==> config.mk <==
export PLATFORM = sky130hd
export DESIGN_NAME = fb_scanout_flat
export DESIGN_NICKNAME = d
export VERILOG_FILES = /design/src/rtl/fb_scanout_pkg.sv /design/src/rtl/fb_scanout_if.sv /design/src/rtl/fb_video_timing.sv /design/src/rtl/fb_scanout.sv /design/src/flat_wrapper.sv
export SDC_FILE = /design/constraint.sdc
export NUM_CORES = 1
export LEC_CHECK = 0
export CORE_MARGIN = 2
export CORE_UTILIZATION = 30
export CTS_CLUSTER_DIAMETER = 30
export DETAILED_ROUTE_END_ITERATION = 8
export PLACE_DENSITY = 0.66
export SLEW_MARGIN = 15
export SYNTH_ARGS = -nofsm -noshare
export SYNTH_HDL_FRONTEND = slang
export SYNTH_SLANG_ARGS = --single-unit
export TNS_END_PERCENT = 5
==> constraint.sdc <==
create_clock -name clk -period 5.6 [get_ports clk]
set_clock_uncertainty 0.1 [all_clocks]
set_input_delay 0.56 -clock clk [delete_from_list [all_inputs] [get_ports clk]]
set_output_delay 0.56 -clock clk [all_outputs]
set_load 0.05 [all_outputs]
==> src/rtl/fb_scanout_pkg.sv <==
// Shared video timing constants, bus widths and bank-swap state encoding for fb_scanout.
package fb_scanout_pkg;
  localparam int DATA_W   = 8;
  localparam int ADDR_W   = 17;
  localparam int CNT_W    = 9;

  localparam int H_TOTAL  = 384;
  localparam int H_ACTIVE = 256;
  localparam int HS_START = 288;
  localparam int HS_END   = 319;
  localparam int V_TOTAL  = 264;
  localparam int V_ACTIVE = 224;
  localparam int VS_START = 240;
  localparam int VS_END   = 243;
  localparam int V_OFFSET = 16;

  typedef enum logic [1:0] {
    ST_IDLE,
    ST_PENDING,
    ST_SWAP
  } fb_state_e;
endpackage

==> src/rtl/fb_scanout_if.sv <==
// Framebuffer memory bus: one write port and one read port with a one-clk read latency.
interface fb_scanout_if;
  import fb_scanout_pkg::*;

  logic              fb_we;
  logic [ADDR_W-1:0] fb_waddr;
  logic [DATA_W-1:0] fb_wdata;
  logic [ADDR_W-1:0] fb_raddr;
  logic [DATA_W-1:0] fb_rdata;

  modport master (output fb_we, fb_waddr, fb_wdata, fb_raddr, input fb_rdata);
  modport slave  (input fb_we, fb_waddr, fb_wdata, fb_raddr, output fb_rdata);
endinterface

==> src/rtl/fb_video_timing.sv <==
// Horizontal/vertical pixel counters advanced by ce_pix; flags the step that enters vblank.
module fb_video_timing
  import fb_scanout_pkg::*;
(
  input  logic             clk,
  input  logic             reset_n,
  input  logic             ce_pix,
  output logic [CNT_W-1:0] hcnt,
  output logic [CNT_W-1:0] vcnt,
  output logic             vbl_start
);
  logic h_last;
  logic v_last;

  assign h_last    = (hcnt == CNT_W'(H_TOTAL - 1));
  assign v_last    = (vcnt == CNT_W'(V_TOTAL - 1));
  // True on the ce_pix step whose edge moves the counters to vcnt=V_ACTIVE, hcnt=0
  assign vbl_start = ce_pix && h_last && (vcnt == CNT_W'(V_ACTIVE - 1));

  always_ff @(posedge clk or negedge reset_n) begin
    if (!reset_n) begin
      hcnt <= '0;
      vcnt <= '0;
    end else if (ce_pix) begin
      if (h_last) begin
        hcnt <= '0;
        vcnt <= v_last ? '0 : vcnt + 1'b1;
      end else begin
        hcnt <= hcnt + 1'b1;
      end
    end
  end
endmodule

==> src/rtl/fb_scanout.sv <==
// Framebuffer write gating, bank swap at vblank and display scan-out pipeline.
// Optional double buffering is enabled by defining FB_DOUBLE_BUF_EN.
module fb_scanout
  import fb_scanout_pkg::*;
(
  input  logic        clk,
  input  logic        reset_n,
  input  logic        ce_pix,
  input  logic [7:0]  h,
  input  logic [7:0]  v,
  input  logic [2:0]  r,
  input  logic [2:0]  g,
  input  logic [1:0]  b,
  input  logic        done,
  input  logic        frame,
  fb_scanout_if.master fb,
  output logic [2:0]  vid_r,
  output logic [2:0]  vid_g,
  output logic [1:0]  vid_b,
  output logic        hsync,
  output logic        vsync,
  output logic        hblank,
  output logic        vblank,
  output logic        drop
);
  logic [CNT_W-1:0]  hcnt, vcnt;
  logic              vbl_start;
  logic              wr_bank, disp_bank, wr_open;
  logic              we_p1;
  logic [ADDR_W-1:0] waddr_p1;
  logic [DATA_W-1:0] wdata_p1;
  logic [7:0]        row_p0;
  logic [3:0]        sync_p0, sync_p1, sync_p2;
  logic              ce_d1;
  logic [DATA_W-1:0] rd_p1, vid_p2;

  fb_video_timing u_timing (
    .clk       (clk),
    .reset_n   (reset_n),
    .ce_pix    (ce_pix),
    .hcnt      (hcnt),
    .vcnt      (vcnt),
    .vbl_start (vbl_start)
  );

`ifdef FB_DOUBLE_BUF_EN
  fb_state_e state_q, state_d;

  always_ff @(posedge clk or negedge reset_n) begin
    if (!reset_n) begin
      state_q   <= ST_IDLE;
      wr_bank   <= 1'b0;
      disp_bank <= 1'b1;
    end else begin
      state_q <= state_d;
      if (state_q == ST_SWAP) begin
        disp_bank <= wr_bank;
        wr_bank   <= ~wr_bank;
      end
    end
  end

  // A frame landing on the vblank-start step goes straight to SWAP so it is not a frame late
  always_comb begin
    state_d = state_q;
    case (state_q)
      ST_IDLE:    if (frame) state_d = vbl_start ? ST_SWAP : ST_PENDING;
      ST_PENDING: if (vbl_start) state_d = ST_SWAP;
      ST_SWAP:    state_d = ST_IDLE;
      default:    state_d = ST_IDLE;
    endcase
  end

  assign wr_open = (state_q == ST_IDLE);

  always_ff @(posedge clk or negedge reset_n) begin
    if (!reset_n) drop <= 1'b0;
    else          drop <= done & ~wr_open;
  end
`else
  logic unused_cfg;
  assign unused_cfg = ^{frame, vbl_start};
  assign wr_bank    = 1'b0;
  assign disp_bank  = 1'b0;
  assign wr_open    = 1'b1;
  assign drop       = 1'b0;
`endif

  // Write stage p1: one clk after done is sampled
  always_ff @(posedge clk or negedge reset_n) begin
    if (!reset_n) we_p1 <= 1'b0;
    else          we_p1 <= done & wr_open;
  end

  always_ff @(posedge clk) begin
    if (done) begin
      waddr_p1 <= {wr_bank, v, h};
      wdata_p1 <= {r, g, b};
    end
  end

  assign fb.fb_we    = we_p1;
  assign fb.fb_waddr = waddr_p1;
  assign fb.fb_wdata = wdata_p1;

  // Read stage p0: address and timing flags from the live counters
  assign row_p0      = 8'(vcnt + CNT_W'(V_OFFSET));
  assign fb.fb_raddr = {disp_bank, row_p0, hcnt[7:0]};
  assign sync_p0     = {(hcnt >= CNT_W'(HS_START)) && (hcnt <= CNT_W'(HS_END)),
                        (vcnt >= CNT_W'(VS_START)) && (vcnt <= CNT_W'(VS_END)),
                        (hcnt >= CNT_W'(H_ACTIVE)),
                        (vcnt >= CNT_W'(V_ACTIVE))};

  // Stages p1/p2: read data for a pixel is valid the clk after its last ce_pix, so it is
  // either already held in rd_p1 or, with back-to-back ce_pix, still on fb_rdata.
  always_ff @(posedge clk or negedge reset_n) begin
    if (!reset_n) begin
      ce_d1   <= 1'b0;
      rd_p1   <= '0;
      sync_p1 <= '0;
      sync_p2 <= '0;
      vid_p2  <= '0;
    end else begin
      ce_d1 <= ce_pix;
      if (ce_d1) rd_p1 <= fb.fb_rdata;
      if (ce_pix) begin
        sync_p1 <= sync_p0;
        sync_p2 <= sync_p1;
        vid_p2  <= (sync_p1[1] | sync_p1[0]) ? '0 : (ce_d1 ? fb.fb_rdata : rd_p1);
      end
    end
  end

  assign {hsync, vsync, hblank, vblank} = sync_p2;
  assign {vid_r, vid_g, vid_b}          = vid_p2;
endmodule

==> src/flat_wrapper.sv <==
// flat-port wrapper written by rule: the top's interface ports become plain ports
module fb_scanout_flat import fb_scanout_pkg::*;
  (clk, reset_n, ce_pix, h, v, r, g, b, done, frame, vid_r, vid_g, vid_b, hsync, vsync, hblank, vblank, drop, fb_fb_we, fb_fb_waddr, fb_fb_wdata, fb_fb_raddr, fb_fb_rdata);
  fb_scanout_if fb_i ();
  input  logic clk;
  input  logic reset_n;
  input  logic ce_pix;
  input  logic [7:0] h;
  input  logic [7:0] v;
  input  logic [2:0] r;
  input  logic [2:0] g;
  input  logic [1:0] b;
  input  logic done;
  input  logic frame;
  output logic [2:0] vid_r;
  output logic [2:0] vid_g;
  output logic [1:0] vid_b;
  output logic hsync;
  output logic vsync;
  output logic hblank;
  output logic vblank;
  output logic drop;
  output wire logic [$bits(fb_i.fb_we)-1:0] fb_fb_we;
  output wire logic [$bits(fb_i.fb_waddr)-1:0] fb_fb_waddr;
  output wire logic [$bits(fb_i.fb_wdata)-1:0] fb_fb_wdata;
  output wire logic [$bits(fb_i.fb_raddr)-1:0] fb_fb_raddr;
  input wire logic [$bits(fb_i.fb_rdata)-1:0] fb_fb_rdata;
  assign fb_fb_we = fb_i.fb_we;
  assign fb_fb_waddr = fb_i.fb_waddr;
  assign fb_fb_wdata = fb_i.fb_wdata;
  assign fb_fb_raddr = fb_i.fb_raddr;
  assign fb_i.fb_rdata = fb_fb_rdata;
  fb_scanout u_core (.clk(clk), .reset_n(reset_n), .ce_pix(ce_pix), .h(h), .v(v), .r(r), .g(g), .b(b), .done(done), .frame(frame), .fb(fb_i), .vid_r(vid_r), .vid_g(vid_g), .vid_b(vid_b), .hsync(hsync), .vsync(vsync), .hblank(hblank), .vblank(vblank), .drop(drop));
endmodule
==> metrics.md, run 1 <==
| Metric | Value |
|---|---|
| Number of global-route vias before repair | `1790` |
| VDD IR max | `0.000210 V` |
| Arr. time, crit path | `2.14 ns` |
| Clock network power share | `31.5%` |
| Post-Synthesis Cells | `220` |
| Clock Sinks | `68` |
| Root Buffer | `clkbuf_8` |
| CTS tree | `done` |
| Net switching power | `464 µW` |
| Synth top cells by count | `44 x dfrtp_1, 24 x edfxtp_1, 15 x buf_4` |
| Synth unique cells | `43` |
| Hold_buf cts | `0` |
| Top cell type's share of synthesized area | `37.7%` |
| DIE WIDTH | `103 µm` |
| Drt pass-1 iters | `4` |
| Starting DRT DRC Count | `53` |
| Worst min-delay path category | `primary input to asynchronous set/reset pin` |
| Fin nets | `346` |
| Yosys top cell by area | `dfrtp_1` |
| Largest net degree at the start of global routing | `45` |
| Primary FF master, synth | `dfrtp_1` |
| Gr ovfl total | `0` |
| WL/cell | `13.8 µm` |
| Final WL | `6080 µm` |
| Worst path required time | `4.94 ns` |
| Internal | `948 µW` |
| Relative slew margins | `32.0%` |
| Number of flops mapped to enable cells by yosys | `24` |
| Share of flip-flops with an asynchronous set or reset | `64.7%` |
| HPWL Detailed | `4310 µm` |
| H-tree levels | `3` |
| Final Hold Fails | `0` |
| Area Growth Syn to Fin | `39.2%` |
| Antenna viol nets, final | `0` |
| Die area | `10500 µm²` |
| Part of the Yosys area used for sequential elements | `62.4%` |
| Maxcap violations | `0` |
| CTS Buffer Depth | `2` |
| Status | `complete, no violations` |
| Startpoint types | `flip-flop` |
| Placer Congestion | `0.823` |
| Share of layout cells above drive strength 1 | `15.0%` |
| Final Cycle Share | `50.0%` |
| Comb pwr share | `24.8%` |
| Clk pin slew, worst setup/hold paths | `0.08 ns` |
| Vertical die dimension | `103 µm` |
| Core area | `9590 µm²` |
| Vias per cell | `4.40` |
| Ports | `93` |
| Nature of the critical path endpoint | `primary output` |
| Initial Util | `30.4%` |
| Sequential share of power | `43.6%` |
| RSZ-0062 raised after global routing | `false` |
| CP max FO | `8` |
| Slew Viols, Final | `0` |
| Slew @ Worst Pin | `1.02 ns` |
| Ratio of total power to cell area | `347 nW/µm²` |
| IO Port Bufs | `88` |
| Synthesized area | `2920 µm²` |
| Most numerous cell in the Yosys netlist | `dfrtp_1` |
| Initial antenna violation count | `0` |
| # rows | `36` |
| Clock latency on the worst-skew pair | `0.34 ns` |
| Avg Inst Size Synth | `13.3 µm²` |
| Sw frac | `32.8%` |
| Flops & latches, synth | `68` |
| Setup TNS Final | `0 ns` |
| Critical path type | `flip-flop to primary output` |
| GRT Total Usage | `11.7%` |
| ANT cells | `0` |
| Resize count post-CTS | `0` |
| Global-route wire length before repair | `9190 µm` |
| Endpoints failing setup | `0` |
| Pleak | `0.00160 µW` |
| Hold Slack | `0.263 ns` |
| Largest cells by area after synthesis | `dfrtp_1 38%, edfxtp_1 25%, mux2_2 5.4%, buf_4 3.9%, ha_1 3.0%` |
| Setup Buffers After CTS | `0` |
| DRC Markers | `0` |
| Fin crit period | `2.80 ns` |
| Num CTS Buffers | `9` |
| Synth warn | `0` |
| Achievable Freq | `0.357 GHz` |
| Via count of the routed design | `1937` |
placed cells by master (no fill, tap or decap), drive strengths merged, types with 2 or more instances in the layout:
cell,count
bufinv,2
edfxtp,24
inv,11
xor2,3
nor2,15
buf,2
nor4bb,2
o2bb2ai,3
nand4,3
nor2b,11
clkbuf,9
nand3,5
nand2,11
conb,3
a31o,8
dfrtp,44
mux2,15
or3,2
ha,7
clkinvlp,2
a22o,2
nor3,4
clkdlybuf4s50,87
and3,2
o21ai,10
xnor2,6
state kept, by name, summed over array words and instances, names as in the netlist:
signal / cells
u_core.vid_p2: 8
u_core.u_timing.vcnt: 9
u_core.fb.fb_wdata: 8
u_core.ce_d1: 1
u_core.sync_p2: 4
u_core.fb.fb_waddr: 16
u_core.fb.fb_we: 1
u_core.u_timing.hcnt: 9
u_core.rd_p1: 8
u_core.sync_p1: 4
power by group through the flow:
stage | registers, µW | logic, µW | clock network (µW)
2_1_floorplan | 693 | 180 | 0
3_3_place_gp | 626 | 351 | 0
3_5_place_dp | 628 | 354 | 0
4_1_cts | 617 | 355 | 464
5_1_grt | 625 | 370 | 485
6_report | 616 | 351 | 445
metal layers:
layer	routed length [µm]	vias to the layer above	GRT usage, %
li1	-	931	-
met1	2640	913	14.2
met2	2700	88	18.2
met3	667	5	5.90
met4	74	0	4.00
met5	0	-	0
kinds of logic after synthesis:
group	share of synthesized area, %
AOI/OAI and AO/OA	7.71
muxes	6.13
buffers and inverters	5.70
adders and majority gates	3.00
and+or+nand+nor	12.3
other	0.128
xor gates and xnor gates	2.70
DFF	62.4
critical path: stages (launching register included):
cell             delay, ns
dfrtp_1               0.50
ha_1                  0.29
xor2_1                0.18
clkdlybuf4s50_1       0.83
area by class of cell:
class                           instances  area, µm²
Multi-Input combinational cell        125        940
Fill cell                             892       5530
Timing Repair Buffer                   89        883
Sequential cell                        68       1820
Tap cell                              133        166
Inverter                                9       33.8
Clock buffer                            9        124
Clock inverter                          7       97.6
worst paths after layout:
check	end	slack (ns)	cells past startpoint	startpoint
setup / recovery	fb_fb_raddr[14]	2.80	3	u_core.u_timing.vcnt[5]$_DFFE_PN0P_
hold / removal	u_core.u_timing.hcnt[4]$_DFFE_PN0P_	0.26	1	reset_n
setup reg to reg	u_core.u_timing.vcnt[3]$_DFFE_PN0P_	3.64	5	u_core.u_timing.hcnt[1]$_DFFE_PN0P_
hold reg to reg	u_core.rd_p1[5]$_DFF_PN0_	0.40	1	u_core.rd_p1[5]$_DFF_PN0_
max in group asynchronous	u_core.vid_p2[2]$_DFFE_PN0P_	4.51	1	reset_n
min in group clk	u_core.rd_p1[5]$_DFF_PN0_	0.40	1	u_core.rd_p1[5]$_DFF_PN0_
per-stage QoR:
step / instance area [µm²] / total power, µW / util, % / setup slack, ns / instances
after global routing: 4070 / 1480 / 42.4 / 2.66 / 440
final: 4070 / 1410 / 42.4 / 2.80 / 440
after global placement: 3840 / 977 / 40.1 / 2.85 / 424
after floorplan: 2930 / 873 / - / 3.48 / 222
after CTS: 4070 / 1440 / 42.4 / 2.76 / 440
after detailed placement: 3840 / 981 / 40.1 / 2.82 / 424
Note: power is estimated with default switching activity, not from simulation.
==> run 2, diff against run 1 <==
==> constraint.sdc (replaced) <==
create_clock -name clk -period 2.64 [get_ports clk]
set_clock_uncertainty 0.1 [all_clocks]
set_input_delay 0.264 -clock clk [delete_from_list [all_inputs] [get_ports clk]]
set_output_delay 0.264 -clock clk [all_outputs]
set_load 0.05 [all_outputs]
==> run 2 against run 1 <==
Net effect:
- sequential power up 110%
- register-to-register slack worse by 3.0 ns
- via count up 2.9%
- clock power up 81%
- highest routed layer unchanged
==> metrics.md, run 2 (synthesized netlist as in run 1, its figures left out) <==
| Metric | Value |
|---|---|
| Initial Util | `30.4% (unchanged)` |
| Clock Sinks | `68 (unchanged)` |
| Drt pass-1 iters | `4 (unchanged)` |
| Placer Congestion | `0.788 (was 0.823)` |
| Cell count after placement | `426 (was 424)` |
| Clk pin slew, worst setup/hold paths | `0.07 ns (was 0.08 ns)` |
| Fin crit period | `2.41 ns` |
| Startpoint types | `flip-flop (unchanged)` |
| Ratio of total power to cell area | `706 nW/µm² (was 347 nW/µm²)` |
| Antenna viol nets, final | `0 (unchanged)` |
| Core area | `9590 µm² (unchanged)` |
| Initial antenna violation count | `0 (unchanged)` |
| Critical path type | `flip-flop to primary output (unchanged)` |
| IO Port Bufs | `88 (unchanged)` |
| Area Growth Syn to Fin | `38.9% (was 39.2%)` |
| Final non-filler cell total | `443 (was 440)` |
| Filler Cells Inserted | `910 (was 892)` |
| Die area | `10500 µm² (unchanged)` |
| Arr. time, crit path | `2.04 ns (was 2.14 ns)` |
| Status | `complete, no violations (unchanged)` |
| Starting DRT DRC Count | `44 (was 53)` |
| Slew @ Worst Pin | `0.674 ns (was 1.02 ns)` |
| Vias per cell | `4.50 (was 4.40)` |
| Most common cell after layout, fill and taps aside | `clkdlybuf4s50_1 (unchanged)` |
| FF-to-FF End | `u_core.u_timing.vcnt[8]$_DFFE_PN0P_ (was u_core.u_timing.vcnt[3]$_DFFE_PN0P_)` |
| CP max FO | `6 (was 8)` |
| RSZ-0062 raised after global routing | `false (unchanged)` |
| Num CTS Buffers | `9 (unchanged)` |
| Worst min-delay path category | `primary input to asynchronous set/reset pin (unchanged)` |
| Worst path required time | `2.28 ns (was 4.94 ns)` |
| Final Hold Fails | `0 (unchanged)` |
| End point of the critical path | `fb_fb_raddr[13] (was fb_fb_raddr[14])` |
| ANT cells | `0 (unchanged)` |
| Largest register FFs | `16 (unchanged)` |
| DIE WIDTH | `103 µm (unchanged)` |
| Number of global-route vias before repair | `1914 (was 1790)` |
| DRC Markers | `0 (unchanged)` |
| Reg2Reg Depth | `6 (was 5)` |
| Gr ovfl total | `0 (unchanged)` |
| Root Buffer | `clkbuf_8 (unchanged)` |
| Setup Buffers After CTS | `0 (unchanged)` |
| CTS Buffer Depth | `2 (unchanged)` |
| Endpoints failing setup | `0 (unchanged)` |
| GRT Total Usage | `12.4% (was 11.7%)` |
| Largest net degree at the start of global routing | `34 (was 45)` |
| Ports | `93 (unchanged)` |
| Relative slew margins | `54.9% (was 32.0%)` |
| Clock latency on the worst-skew pair | `0.34 ns (about the same)` |
| WL/cell | `14.1 µm (was 13.8 µm)` |
| Global-route wire length before repair | `9790 µm (was 9190 µm)` |
| VDD IR max | `0.000359 V (was 0.000210 V)` |
| Nature of the critical path endpoint | `primary output (unchanged)` |
| Reg2reg setup slack | `0.67 ns (was 3.64 ns)` |
| Via count of the routed design | `1993 (was 1937)` |
| # rows | `36 (unchanged)` |
| Setup TNS Final | `0 ns (unchanged)` |
| CP Launch Point | `u_core.u_timing.vcnt[4]$_DFFE_PN0P_ (was u_core.u_timing.vcnt[5]$_DFFE_PN0P_)` |
| CTS tree | `done (unchanged)` |
| Achievable Freq | `0.415 GHz` |
| H-tree levels | `3 (unchanged)` |
| Reg2reg start | `u_core.u_timing.vcnt[4]$_DFFE_PN0P_ (was u_core.u_timing.hcnt[1]$_DFFE_PN0P_)` |
| Maxcap violations | `0 (unchanged)` |
| Commonest non-fill, non-tap cells in the layout | `86 x clkdlybuf4s50_1, 44 x dfrtp_1, 24 x edfxtp_1 (was 87 x clkdlybuf4s50_1, 44 x dfrtp_1, 24 x edfxtp_1)` |
| Fin nets | `349 (was 346)` |
| Share of layout cells above drive strength 1 | `14.8% (was 15.0%)` |
| Slew Viols, Final | `0 (unchanged)` |
| Pleak | `0.00162 µW (was 0.00160 µW)` |
| Final WL | `6250 µm (was 6080 µm)` |
| Final Cycle Share | `91.2%` |
| Vertical die dimension | `103 µm (unchanged)` |
| HPWL Detailed | `4520 µm (was 4310 µm)` |
run 2: final cells by class:
class / instances / area (µm²) / share of cell area [%]
clock inverters: 6 / 56.3 / 1.39
well taps: 133 / 166 / 4.10
clock buffers: 10 / 128 / 3.15
inverters: 9 / 33.8 / 0.833
repair buffers: 92 / 911 / 22.5
flip-flops and latches: 68 / 1820 / 44.9
multi-input cells: 125 / 940 / 23.2
run 2: through the flow:
| stage | area, µm² | total power [µW] | util (%) | setup slack [ns] | hold slack [ns] |
|---|---|---|---|---|---|
| after detailed placement | 3860 | 2090 | 40.2 | 0.519 | 0.170 |
| after global routing | 4060 | 3000 | 42.3 | 0.109 | 0.354 |
| final | 4060 | 2860 | 42.3 | 0.232 | 0.320 |
| after CTS | 4050 | 2900 | 42.3 | 0.132 | 0.323 |
| after global placement | 3860 | 2080 | 40.2 | 0.541 | 0.165 |
| after floorplan | 2930 | 1850 | - | 0.574 | -0.132 |
run 2: worst min-delay path by stage:
stage | start | endpoint | slack, ns
finish | reset_n | u_core.u_timing.hcnt[5]$_DFFE_PN0P_ | 0.32
global route | reset_n | u_core.vid_p2[7]$_DFFE_PN0P_ | 0.35
CTS | reset_n | u_core.vid_p2[7]$_DFFE_PN0P_ | 0.32
detailed placement | reset_n | u_core.u_timing.hcnt[4]$_DFFE_PN0P_ | 0.17
global placement | reset_n | u_core.u_timing.hcnt[5]$_DFFE_PN0P_ | 0.16
floorplan | reset_n | u_core.ce_d1$_DFF_PN0_ | -0.13
run 2: metal layers:
metal | part of all wire [%] | vias to the layer above | GRT usage [%]
li1 | - | 930 | -
met1 | 43 | 961 | 14.8
met2 | 44 | 92 | 19.4
met3 | 12 | 10 | 5.15
met4 | 2.0 | 0 | 6.15
met5 | 0 | - | 0
run 2: what timing repair did:
| item | in CTS | in global routing |
|---|---|---|
| gates resized for setup | 0 | 1 |
| hold buffers | 1 | 0 |
| setup endpoints to repair | 0 | 1 |
| hold endpoints to repair | 21 | 0 |
run 2: report_power, final:
group          leakage, µW  switching (µW)  total [µW]  internal (µW)
Sequential        0.000797             106        1310           1200
Clock            0.0000935             376         804            428
Combinational     0.000730             475         751            276
Total              0.00162             956        2860           1910
run 2: critical path, cell delays in order, from the launching register on:
cell and delay (ns):
dfrtp_1 0.46, inv_1 0.15, ha_1 0.31, clkdlybuf4s50_1 0.80
==> run 3, diff against run 2 <==
--- a/config.mk
+++ b/config.mk
@@ -7,7 +7,6 @@
 export LEC_CHECK = 0
 export CORE_MARGIN = 2
 export CORE_UTILIZATION = 30
-export CTS_CLUSTER_DIAMETER = 30
 export DETAILED_ROUTE_END_ITERATION = 8
 export PLACE_DENSITY = 0.66
 export SLEW_MARGIN = 15
==> results of run 3 <==
The final DEF is identical to that of run 2; final timing and power are the same.
